==> src/rtl/vga_timing_decoder.sv <==
// Recovers VGA pixel coordinates from hsync/vsync, measures line/frame lengths and tracks timing lock.
// Optional VGA_DECODER_ERRCNT_EN adds a saturating err_count output.
module vga_timing_decoder #(
  parameter int H_TOTAL      = 800,
  parameter int H_SYNC_START = 656,
  parameter int V_TOTAL      = 525,
  parameter int V_SYNC_START = 490,
  parameter int H_VISIBLE    = 640,
  parameter int V_VISIBLE    = 480,
  parameter int LOCK_FRAMES  = 2
) (
  input  logic       clk,
  input  logic       reset,
  input  logic       pixel_tick,
  input  logic       hsync_in,
  input  logic       vsync_in,
  output logic [9:0] x_output,
  output logic [9:0] y_output,
  output logic       video_on,
  output logic       locked,
  output logic [9:0] h_measured,
  output logic [9:0] v_measured,
  output logic       frame_start,
  output logic       sync_error
`ifdef VGA_DECODER_ERRCNT_EN
  ,
  output logic [7:0] err_count
`endif
);

  localparam logic [9:0] H_LAST  = 10'(H_TOTAL - 1);
  localparam logic [9:0] H_START = 10'(H_SYNC_START);
  localparam logic [9:0] H_PRE   = 10'(H_SYNC_START - 1);
  localparam logic [9:0] V_LAST  = 10'(V_TOTAL - 1);
  localparam logic [9:0] V_START = 10'(V_SYNC_START);
  localparam logic [9:0] V_PRE   = 10'(V_SYNC_START - 1);
  localparam logic [9:0] H_TOT   = 10'(H_TOTAL);
  localparam logic [9:0] V_TOT   = 10'(V_TOTAL);
  localparam logic [9:0] H_MISS  = 10'(H_TOTAL + 8);
  localparam logic [9:0] H_VIS   = 10'(H_VISIBLE);
  localparam logic [9:0] V_VIS   = 10'(V_VISIBLE);
  localparam logic [9:0] CNT_MAX = 10'd1023;
  localparam logic [2:0] LOCK_N  = 3'(LOCK_FRAMES);

  typedef enum logic [1:0] {HUNT, MEASURE, LOCKED} state_t;

  state_t     state, state_next;
  logic [2:0] match_cnt, match_next, match_inc;
  logic       hs_prev, vs_prev, hs_rise, vs_rise, x_wrap;
  logic [9:0] hcnt, vcnt, hcnt_inc, vcnt_inc, h_current;
  logic       frame_ok, timing_fault, lock_fault, tick_d;

  assign hs_rise   = pixel_tick & hsync_in & ~hs_prev;
  assign vs_rise   = pixel_tick & vsync_in & ~vs_prev;
  assign x_wrap    = pixel_tick & ~hs_rise & (x_output == H_LAST);
  assign hcnt_inc  = (hcnt == CNT_MAX) ? hcnt : hcnt + 10'd1;
  assign vcnt_inc  = (vcnt == CNT_MAX) ? vcnt : vcnt + 10'd1;
  assign match_inc = match_cnt + 3'd1;

  // A frame qualifies on the measurement that completes at this very edge, not the stale register
  assign h_current = hs_rise ? hcnt_inc : h_measured;
  assign frame_ok  = (h_current == H_TOT) && (vcnt == V_TOT);

  // Faults are judged against the coordinates as they stood before this tick
  assign timing_fault = (hs_rise && (x_output != H_PRE)) ||
                        (vs_rise && (y_output != V_PRE)) ||
                        (pixel_tick && !hs_rise && (hcnt_inc == H_MISS));

  always_ff @(posedge clk or posedge reset) begin
    if (reset) begin
      state     <= HUNT;
      match_cnt <= '0;
    end else begin
      state     <= state_next;
      match_cnt <= match_next;
    end
  end

  always_comb begin
    state_next = state;
    match_next = match_cnt;
    case (state)
      HUNT: begin
        if (vs_rise) begin
          state_next = MEASURE;
          match_next = '0;
        end
      end
      MEASURE: begin
        if (vs_rise) begin
          if (frame_ok) begin
            match_next = match_inc;
            if (match_inc == LOCK_N) state_next = LOCKED;
          end else begin
            match_next = '0;
          end
        end
      end
      LOCKED: begin
        if (timing_fault) begin
          state_next = MEASURE;
          match_next = '0;
        end
      end
      default: begin
        state_next = HUNT;
        match_next = '0;
      end
    endcase
  end

  always_comb begin
    locked     = (state == LOCKED);
    lock_fault = (state == LOCKED) && timing_fault;
  end

  assign video_on = locked && (x_output < H_VIS) && (y_output < V_VIS);

  always_ff @(posedge clk or posedge reset) begin
    if (reset) begin
      hs_prev  <= 1'b0;
      vs_prev  <= 1'b0;
      x_output <= '0;
      y_output <= '0;
    end else if (pixel_tick) begin
      hs_prev <= hsync_in;
      vs_prev <= vsync_in;
      if (hs_rise)     x_output <= H_START;
      else if (x_wrap) x_output <= '0;
      else             x_output <= x_output + 10'd1;
      if (vs_rise)     y_output <= V_START;
      else if (x_wrap) y_output <= (y_output == V_LAST) ? 10'd0 : y_output + 10'd1;
    end
  end

  // vcnt counts lines; an hsync edge coinciding with vsync belongs to the new frame
  always_ff @(posedge clk or posedge reset) begin
    if (reset) begin
      hcnt       <= '0;
      vcnt       <= '0;
      h_measured <= '0;
      v_measured <= '0;
    end else if (pixel_tick) begin
      if (hs_rise) begin
        h_measured <= hcnt_inc;
        hcnt       <= '0;
      end else begin
        hcnt <= hcnt_inc;
      end
      if (vs_rise) begin
        v_measured <= vcnt;
        vcnt       <= hs_rise ? 10'd1 : 10'd0;
      end else if (hs_rise) begin
        vcnt <= vcnt_inc;
      end
    end
  end

  always_ff @(posedge clk or posedge reset) begin
    if (reset) begin
      tick_d      <= 1'b0;
      frame_start <= 1'b0;
      sync_error  <= 1'b0;
    end else begin
      tick_d      <= pixel_tick;
      frame_start <= tick_d && locked && (x_output == 10'd0) && (y_output == 10'd0);
      sync_error  <= lock_fault;
    end
  end

`ifdef VGA_DECODER_ERRCNT_EN
  always_ff @(posedge clk or posedge reset) begin
    if (reset)                                  err_count <= '0;
    else if (lock_fault && (err_count != 8'hFF)) err_count <= err_count + 8'd1;
  end
`endif

endmodule
==> config.mk <==
export PLATFORM = sky130hd
export DESIGN_NAME = vga_timing_decoder
export DESIGN_NICKNAME = d
export VERILOG_FILES = /design/src/rtl/vga_timing_decoder.sv
export SDC_FILE = /design/constraint.sdc
export NUM_CORES = 1
export LEC_CHECK = 0
export BUFFER_PORTS_ARGS = -buffer_cell sky130_fd_sc_hd__buf_2
export CAP_MARGIN = 40
export CORE_UTILIZATION = 40
export DETAILED_ROUTE_END_ITERATION = 7
export GPL_ROUTABILITY_DRIVEN = 0
export GPL_TIMING_DRIVEN = 0
export HOLD_SLACK_MARGIN = 0.02
export PLACE_DENSITY = 0.66
export SLEW_MARGIN = 30
export SYNTH_ARGS = -nofsm -noshare
export SYNTH_HDL_FRONTEND = slang
export SYNTH_SLANG_ARGS = --single-unit
export TNS_END_PERCENT = 50
==> constraint.sdc <==
create_clock -name clk -period 6.5 [get_ports clk]
set_input_delay 1.3 -clock clk [delete_from_list [all_inputs] [get_ports clk]]
set_output_delay 1.3 -clock clk [all_outputs]
set_load 0.05 [all_outputs]
==> reports/results.tsv, run 1 <==
stage	metric	value	unit
route	drt_wl_total	9.89	mm
setup_path	crit_type	in2reg	
die	rows	35	
clock_network	cts.sinks	70	
global_routing	grt_antenna_before_repair	0	
finish	fin_area	0.00453	mm2
synth	synth_cell_types	61	
sta	tightest_slew	626	ps
global_routing	grt_max_degree	41	
route	wl_per_cell	15.8	um
synth	ys_seq_area_share	45.2	%
sta	max-slew-margin-rel	57.8	%
sta	clock_skew	10.5	ps
clock_network	clock_path_buffers	2	
synth	syn_area_per_cell	8.96	um2
clock_network	clkTransAtPathRegs	80	ps
route	vias	3568	
finish	antennaDiodeCount	0	
global_routing	grt_pass1_vias	3342	
route	viasPerCell	5.69	
route	dr.pass1.iters	5	
outcome	outcome	finished clean	
job	drv_cap	0	
synth	ys_async_sr_fraction	100	%
die	die_h	100	um
clock_network	postCtsResizedCells	0	
synth	netlist_instances	433	
global_routing	grt-ovfl-total	0	
finish	drive_gt1_share	18.1	%
pwr	power.density	251	mW/mm2
global_routing	grt_usage	20.5	%
sta	fin_crit	3690	ps
setup_path	crit_fanout	10	
sta	max_freq	271	MHz
die	die_x	100	um
clock_network	cts_tree	yes	
hold_path	min_path_type	reg2reg	
pwr	ir_worst_vdd	0.209	mV
setup_path	end_kind	flop	
placement	placedCellCount	611	
sta	setup_viol	0	
die	io_pins	49	
clock_network	htree_levels	3	
setup_path	critPathRequiredTime	6740	ps
placement	dpl_cell_area	0.00431	mm2
clock_network	clk_latency	360	ps
pwr	p_leak	2.07	nW
sta	rsz0062_at_grt	false	
synth	yosysWarningCount	0	
synth	synthesis.nets	448	
route	ant_nets	0	
placement	hpwlAfterDp	7.04	mm
synth	ys_ff_latch	70	
synth	netlist_area	0.00388	mm2
clock_network	post_cts_buffers	0	
finish	area_growth	16.8	%
synth	synth_edf_count	0	
route	drc_errors	0	
sta	period_share	56.8	%
global_routing	grt_pass1_wl	16.1	mm
die	die-area	0.0101	mm2
synth	synth_ff_type	dfrtp_1	
sta	maxSlewViolCount	0	
clock_network	holdBufCountCts	0	
sta	hold_violations	0	
die	start_util	41.6	%
placement	port_buffers	48	
die	core_area	0.00933	mm2
clock_network	cts_buffers	9	
setup_path	startpoint_type	primary input	
clock_network	root_buffer	clkbuf_8	
setup_path	worstPathArrival	3930	ps
route	drt_iter0_markers	256	
finish	fin_cells	627	
finish	nNetsFinal	508	
sta	final.setup.tns	0	ps
==> layer usage <==
layer,global-route usage [%],up-vias,share of wire (%)
met4,10.1,0,2.5
met5,0,-,0
met3,4.09,23,4.7
met2,32.3,119,47
li1,-,1686,-
met1,26.9,1740,46
==> cells in the mapped netlist (3+ instances only) <==
cell type,n,area share (%)
a21oi_1,20,2.6
a31oi_1,3,0.48
and2_1,5,0.81
and3_1,10,1.6
and4_1,3,0.68
buf_2,9,1.2
clkbuf_1,14,1.4
dfrtp_1,70,45
ha_1,10,3.2
inv_1,16,1.5
mux2_2,3,0.87
mux2i_1,3,0.77
nand2_1,74,7.2
nand2b_1,6,0.97
nand3_1,17,2.2
nand3b_1,6,1.2
nand4_1,11,1.8
nor2_1,22,2.1
nor3_1,6,0.77
nor3b_1,4,0.77
nor4_1,5,0.81
nor4b_1,3,0.68
o2111ai_1,4,0.90
o211ai_1,6,1.2
o21ai_0,33,4.3
o21bai_1,3,0.58
o2bb2ai_1,3,0.68
o31ai_1,6,1.2
o41ai_1,4,0.90
or3_1,3,0.48
or4_1,3,0.58
xor2_1,9,2.0
==> final cells by class <==
class | count | area, um2
buffer | 26 | 114
clock buffer | 9 | 124
clock inverter | 7 | 98.8
fill | 898 | 4800
inverter | 16 | 62.6
multi-input combinational | 321 | 1960
sequential | 70 | 1750
tap | 129 | 161
timing repair buffer | 49 | 260
==> flip-flops by register name (all words and copies together), names as in the netlist, 2 cells and up <==
register    flops
y_output       10
v_measured     10
state           2
h_measured     10
match_cnt       3
hcnt           10
vcnt           10
x_output       10
==> path summary, 6_finish.rpt <==
path | endpoint | slack [ps] | cells after the start | startpoint
min in group asynchronous | v_measured[0] | 940 | 2 | reset
max | match_cnt[2] | 2810 | 8 | pixel_tick
min | v_measured[6] | 480 | 2 | v_measured[6]
max in group asynchronous | hcnt[4] | 5010 | 3 | reset
max reg2reg | state[1] | 3370 | 10 | hcnt[1]
min reg2reg | v_measured[6] | 480 | 2 | v_measured[6]
==> power breakdown <==
group	internal (W)	switching (W)
registers	0.000468	0.0000345
logic	0.0000662	0.000168
clock network	0.000217	0.000181
==> cells in the final DEF, fill, tap and decap left out, types with 3 or more instances in the layout <==
master	Yosys	layout
o2bb2ai_1	3	3
nor4_1	5	5
o2111ai_1	4	4
nand3_1	17	17
buf_2	9	57
and3_1	10	10
nor3_1	6	6
o21bai_1	3	3
dfrtp_1	70	70
a31oi_1	3	3
or3_1	3	3
clkbuf_1	14	14
o31ai_1	6	6
inv_1	16	15
nand2b_1	6	6
mux2i_1	3	3
mux2_2	3	3
clkbuf_8	0	9
nand4_1	11	11
nand2_1	74	74
o211ai_1	6	6
o41ai_1	4	4
and4_1	3	3
nor3b_1	4	3
ha_1	10	10
o21ai_0	33	33
a21oi_1	20	20
nor2_1	22	22
nor4b_1	3	3
xor2_1	9	9
clkinv_4	0	3
and2_1	5	5
nand3b_1	6	6
or4_1	3	3
==> cells by family after synthesis <==
kind of cell	share of synthesized area [%]
and+or+nand+nor	26.5
DFF	45.2
xor gates and xnor gates	2.48
buffers and inverters	4.48
adders and majority gates	3.23
AOI/OAI and AO/OA	16.5
muxes	1.65
==> per-stage QoR <==
stage / setup slack [ps] / utilization, % / hold WS, ps / power, W
final: 2810 / 48.6 / 479 / 0.00114
after global routing: 2530 / 48.6 / 497 / 0.00118
after CTS: 2820 / 48.6 / 482 / 0.00114
after detailed placement: 2450 / 46.2 / 459 / 0.000744
after global placement: 2230 / 45.9 / 458 / 0.000736
after floorplan: 3220 / - / 454 / 0.000678
==> worst max-delay path, cell delays in order <==
cell and delay [ps]:
buf_2 120, clkbuf_1 360, nand2_1 400, or3_1 520, o41ai_1 600, o21ai_0 300
a22oi_1 230, o21ai_0 100
(Power assumes the default switching activity.)
==> run 2: changes to the inputs <==
--- a/config.mk
+++ b/config.mk
@@ -5,6 +5,7 @@
 export SDC_FILE = /design/constraint.sdc
 export NUM_CORES = 1
 export LEC_CHECK = 0
+export ABC_AREA = 1
 export BUFFER_PORTS_ARGS = -buffer_cell sky130_fd_sc_hd__buf_2
 export CAP_MARGIN = 40
 export CORE_UTILIZATION = 40
==> constraint.sdc (replaced) <==
create_clock -name clk -period 3.7 [get_ports clk]
set_input_delay 0.74 -clock clk [delete_from_list [all_inputs] [get_ports clk]]
set_output_delay 0.74 -clock clk [all_outputs]
set_load 0.05 [all_outputs]
==> reports/results.tsv, run 2 <==
stage	metric	value	unit	change
outcome	outcome	finished clean		unchanged
sta	fin_crit	2450	ps	
setup_path	end_kind	output port		was flop
synth	yosysMostFrequentCell	nand2_1		unchanged
clock_network	holdBufCountCts	0		unchanged
route	vias	3475		was 3,568
synth	synth_xor_xnor_area_share	1.82	%	was 2.48%
die	start_util	41.4	%	was 41.6%
pwr	power.density	509	mW/mm2	was 251 mW/mm2
global_routing	grt_pass1_wl	16.1	mm	about the same
setup_path	slowest_delay	400	ps	was 600 ps
finish	drive_gt1_share	19.6	%	was 18.1%
synth	synth_top_family_by_area	simple AND/OR/NAND/NOR gates		unchanged
sta	clock_skew	8.42	ps	was 10.5 ps
finish	fin_area	0.00448	mm2	was 0.00453 mm2
placement	dpl_cell_area	0.00428	mm2	was 0.00431 mm2
die	die_x	100	um	about the same
global_routing	grt_usage	20.3	%	was 20.5%
clock_network	cts_tree	yes		unchanged
setup_path	path_delay_family	simple AND/OR/NAND/NOR gates		was compound AO/OA/AOI/OAI gates
route	drc_errors	0		unchanged
clock_network	cts_buffers	9		unchanged
synth	ys_ff_latch	70		unchanged
setup_path	path_buf_inv	1		was 2
synth	yosysWarningCount	0		unchanged
synth	syn_area_per_cell	7.92	um2	was 8.96 um2
route	wl_met1	4.17	mm	was 4.51 mm
finish	layout_common_cells	nand2_1, inv_1, dfrtp_1, buf_2, nor2_1		was nand2_1, dfrtp_1, buf_2, o21ai_0, nor2_1
synth	synth_area_leaders	dfrtp_1, nand2_1, inv_1, nand3_1, nor2_1		was dfrtp_1, nand2_1, o21ai_0, ha_1, a21oi_1
sta	period_share	66.3	%	
synth	netlist_instances	486		was 433
placement	placedCellCount	664		was 611
pwr	p_leak	2.16	nW	was 2.07 nW
setup_path	worstSetupPathDepth	4		was 8
finish	nNetsFinal	561		was 508
setup_path	slowest_stage	dfrtp_1		was o41ai_1
finish	fin_util	48.2	%	was 48.6%
synth	ys_async_sr_fraction	100	%	unchanged
sta	tightest_slew	511	ps	was 626 ps
finish	final_common_cell	nand2_1		unchanged
die	core_area	0.00928	mm2	was 0.00933 mm2
route	drt_wl_total	9.26	mm	was 9.89 mm
synth	synth_compound_area_share	10.8	%	was 16.5%
clock_network	cts.sinks	70		unchanged
finish	antennaDiodeCount	0		unchanged
die	rows	35		unchanged
synth	synthAdderAreaFrac	3.25	%	was 3.23%
synth	synthesis.nets	501		was 448
pwr	ir_worst_vdd	0.229	mV	was 0.209 mV
global_routing	grt_antenna_before_repair	0		unchanged
clock_network	clkTransAtPathRegs	80	ps	about the same
clock_network	clk_latency	360	ps	about the same
global_routing	grt_pass1_vias	3399		was 3,342
sta	maxSlewViolCount	0		unchanged
die	io_pins	49		unchanged
setup_path	crit_type	reg2out		was in2reg
clock_network	postCtsResizedCells	0		unchanged
route	drt_iter0_markers	119		was 256
synth	synth_commonest_cells	nand2_1, inv_1, dfrtp_1		was nand2_1, dfrtp_1, o21ai_0
synth	netlist_area	0.00385	mm2	was 0.00388 mm2
synth	synth_cell_types	38		was 61
clock_network	htree_levels	3		unchanged
die	die_h	100	um	about the same
synth	ys_seq_area_share	45.5	%	was 45.2%
route	ant_nets	0		unchanged
synth	yosys.area_share.simple	29.9	%	was 26.5%
global_routing	grt_max_degree	46		was 41
sta	rsz0062_at_grt	false		unchanged
sta	final.setup.tns	0	ps	unchanged
sta	max-slew-margin-rel	65.9	%	was 57.8%
synth	synth_ff_type	dfrtp_1		unchanged
route	viasPerCell	5.11		was 5.69
finish	fin_cells	680		was 627
job	drv_cap	0		unchanged
clock_network	post_cts_buffers	0		unchanged
pwr	power	0.00228	W	was 0.00114 W
route	topRoutingLayerUsed	met4		unchanged
die	die-area	0.0100	mm2	was 0.0101 mm2
synth	synth_edf_count	0		unchanged
setup_path	startpoint_type	flop		was primary input
route	wl_met3	508	um	was 460 um
route	dr.pass1.iters	4		was 5
finish	area_growth	16.4	%	was 16.8%
synth	yosysTopAreaCell	dfrtp_1		unchanged
setup_path	crit_chain	nor2_1 -> nand2_1 -> nor3_1 -> buf_2		was buf_2 -> clkbuf_1 -> nand2_1 -> or3_1 -> o41ai_1 -> o21ai_0 -> a22oi_1 -> o21ai_0
placement	port_buffers	48		unchanged
setup_path	worstPathArrival	1710	ps	was 3930 ps
sta	setup_viol	0		unchanged
sta	hold_violations	0		unchanged
setup_path	r2r_cells	14		was 10
synth	synth_top_area_share	45.5	%	was 45.2%
synth	muxShareOfSynthArea	0	%	was 1.65%
route	dr_wl_met2	4.41	mm	was 4.67 mm
sta	max_freq	408	MHz	
placement	hpwlAfterDp	6.88	mm	was 7.04 mm
hold_path	min_path_type	in2async		was reg2reg
route	wl_per_cell	13.6	um	was 15.8 um
setup_path	crit_fanout	5		was 10
clock_network	root_buffer	clkbuf_8		unchanged
setup_path	critPathRequiredTime	2960	ps	was 6740 ps
global_routing	grt-ovfl-total	0		unchanged
clock_network	clock_path_buffers	2		unchanged
run 2: changes by cell type after synthesis, sizes merged, moves of 7 or more:
cell	before	now
clkbuf	15	5
nand3	17	36
buf	11	3
and3	10	0
nand2	74	122
nor2	22	46
o22ai	2	10
and2	7	0
inv	16	78
nor3	6	16
a21oi	20	11
run 2: final cells by class:
type | instances | area [um2]
Buffer | 8 | 42.5
Clock buffer | 11 | 141
Clock inverter | 5 | 58.8
Fill cell | 959 | 4800
Inverter | 78 | 295
Multi-Input combinational cell | 330 | 1760
Sequential cell | 70 | 1750
Tap cell | 129 | 161
Timing Repair Buffer | 49 | 268
run 2: stage by stage:
step	setup WS [ps]	hold WS [ps]
CTS	1230	368
floorplan	562	462
global route	1140	388
finish	1250	359
detailed placement	1050	475
global placement	266	466
run 2: worst reg2reg max path, cell delays in order (launching register included):
cell     delay (ps)
dfrtp_1         430
ha_1            260
nand2_2         120
nor2_4           60
nand3_2          90
buf_6           150
o21ai_2          90
o21ai_0         370
nand3_1         150
nor2_1          130
nand3_1          80
nand2_1         100
nand2_1          60
nand2_1          50
nand2_1          40
run 2: path summary, 6_finish.rpt:
kind                               start       endpoint  slack (ps)
setup / recovery                state[0]       video_on        1250
hold / removal                     reset  v_measured[4]         360
setup reg to reg                 hcnt[0]       state[0]        1420
hold reg to reg            v_measured[9]  v_measured[9]         490
max in group asynchronous          reset    x_output[6]        2810
min in group clk           v_measured[9]  v_measured[9]         490
run 2: report_power, final:
part	switching, W	internal [W]	leakage, nW	total (W)
logic	0.000520	0.000182	1.18	0.000701
clock network	0.000308	0.000330	0.0955	0.000637
registers	0.0000790	0.000863	0.889	0.000942
run 2: logic make-up after synthesis:
family / Yosys count
flops: 70
fa+ha+maj: 10
compound gates: 70
simple gates: 242
buf+inv: 86
xor+xnor: 8
run 2: metal layers:
metal	track usage, %	vias to the layer above
met5	0	-
li1	-	1696
met2	33.2	104
met1	26.9	1658
met3	3.55	17
met4	8.25	0
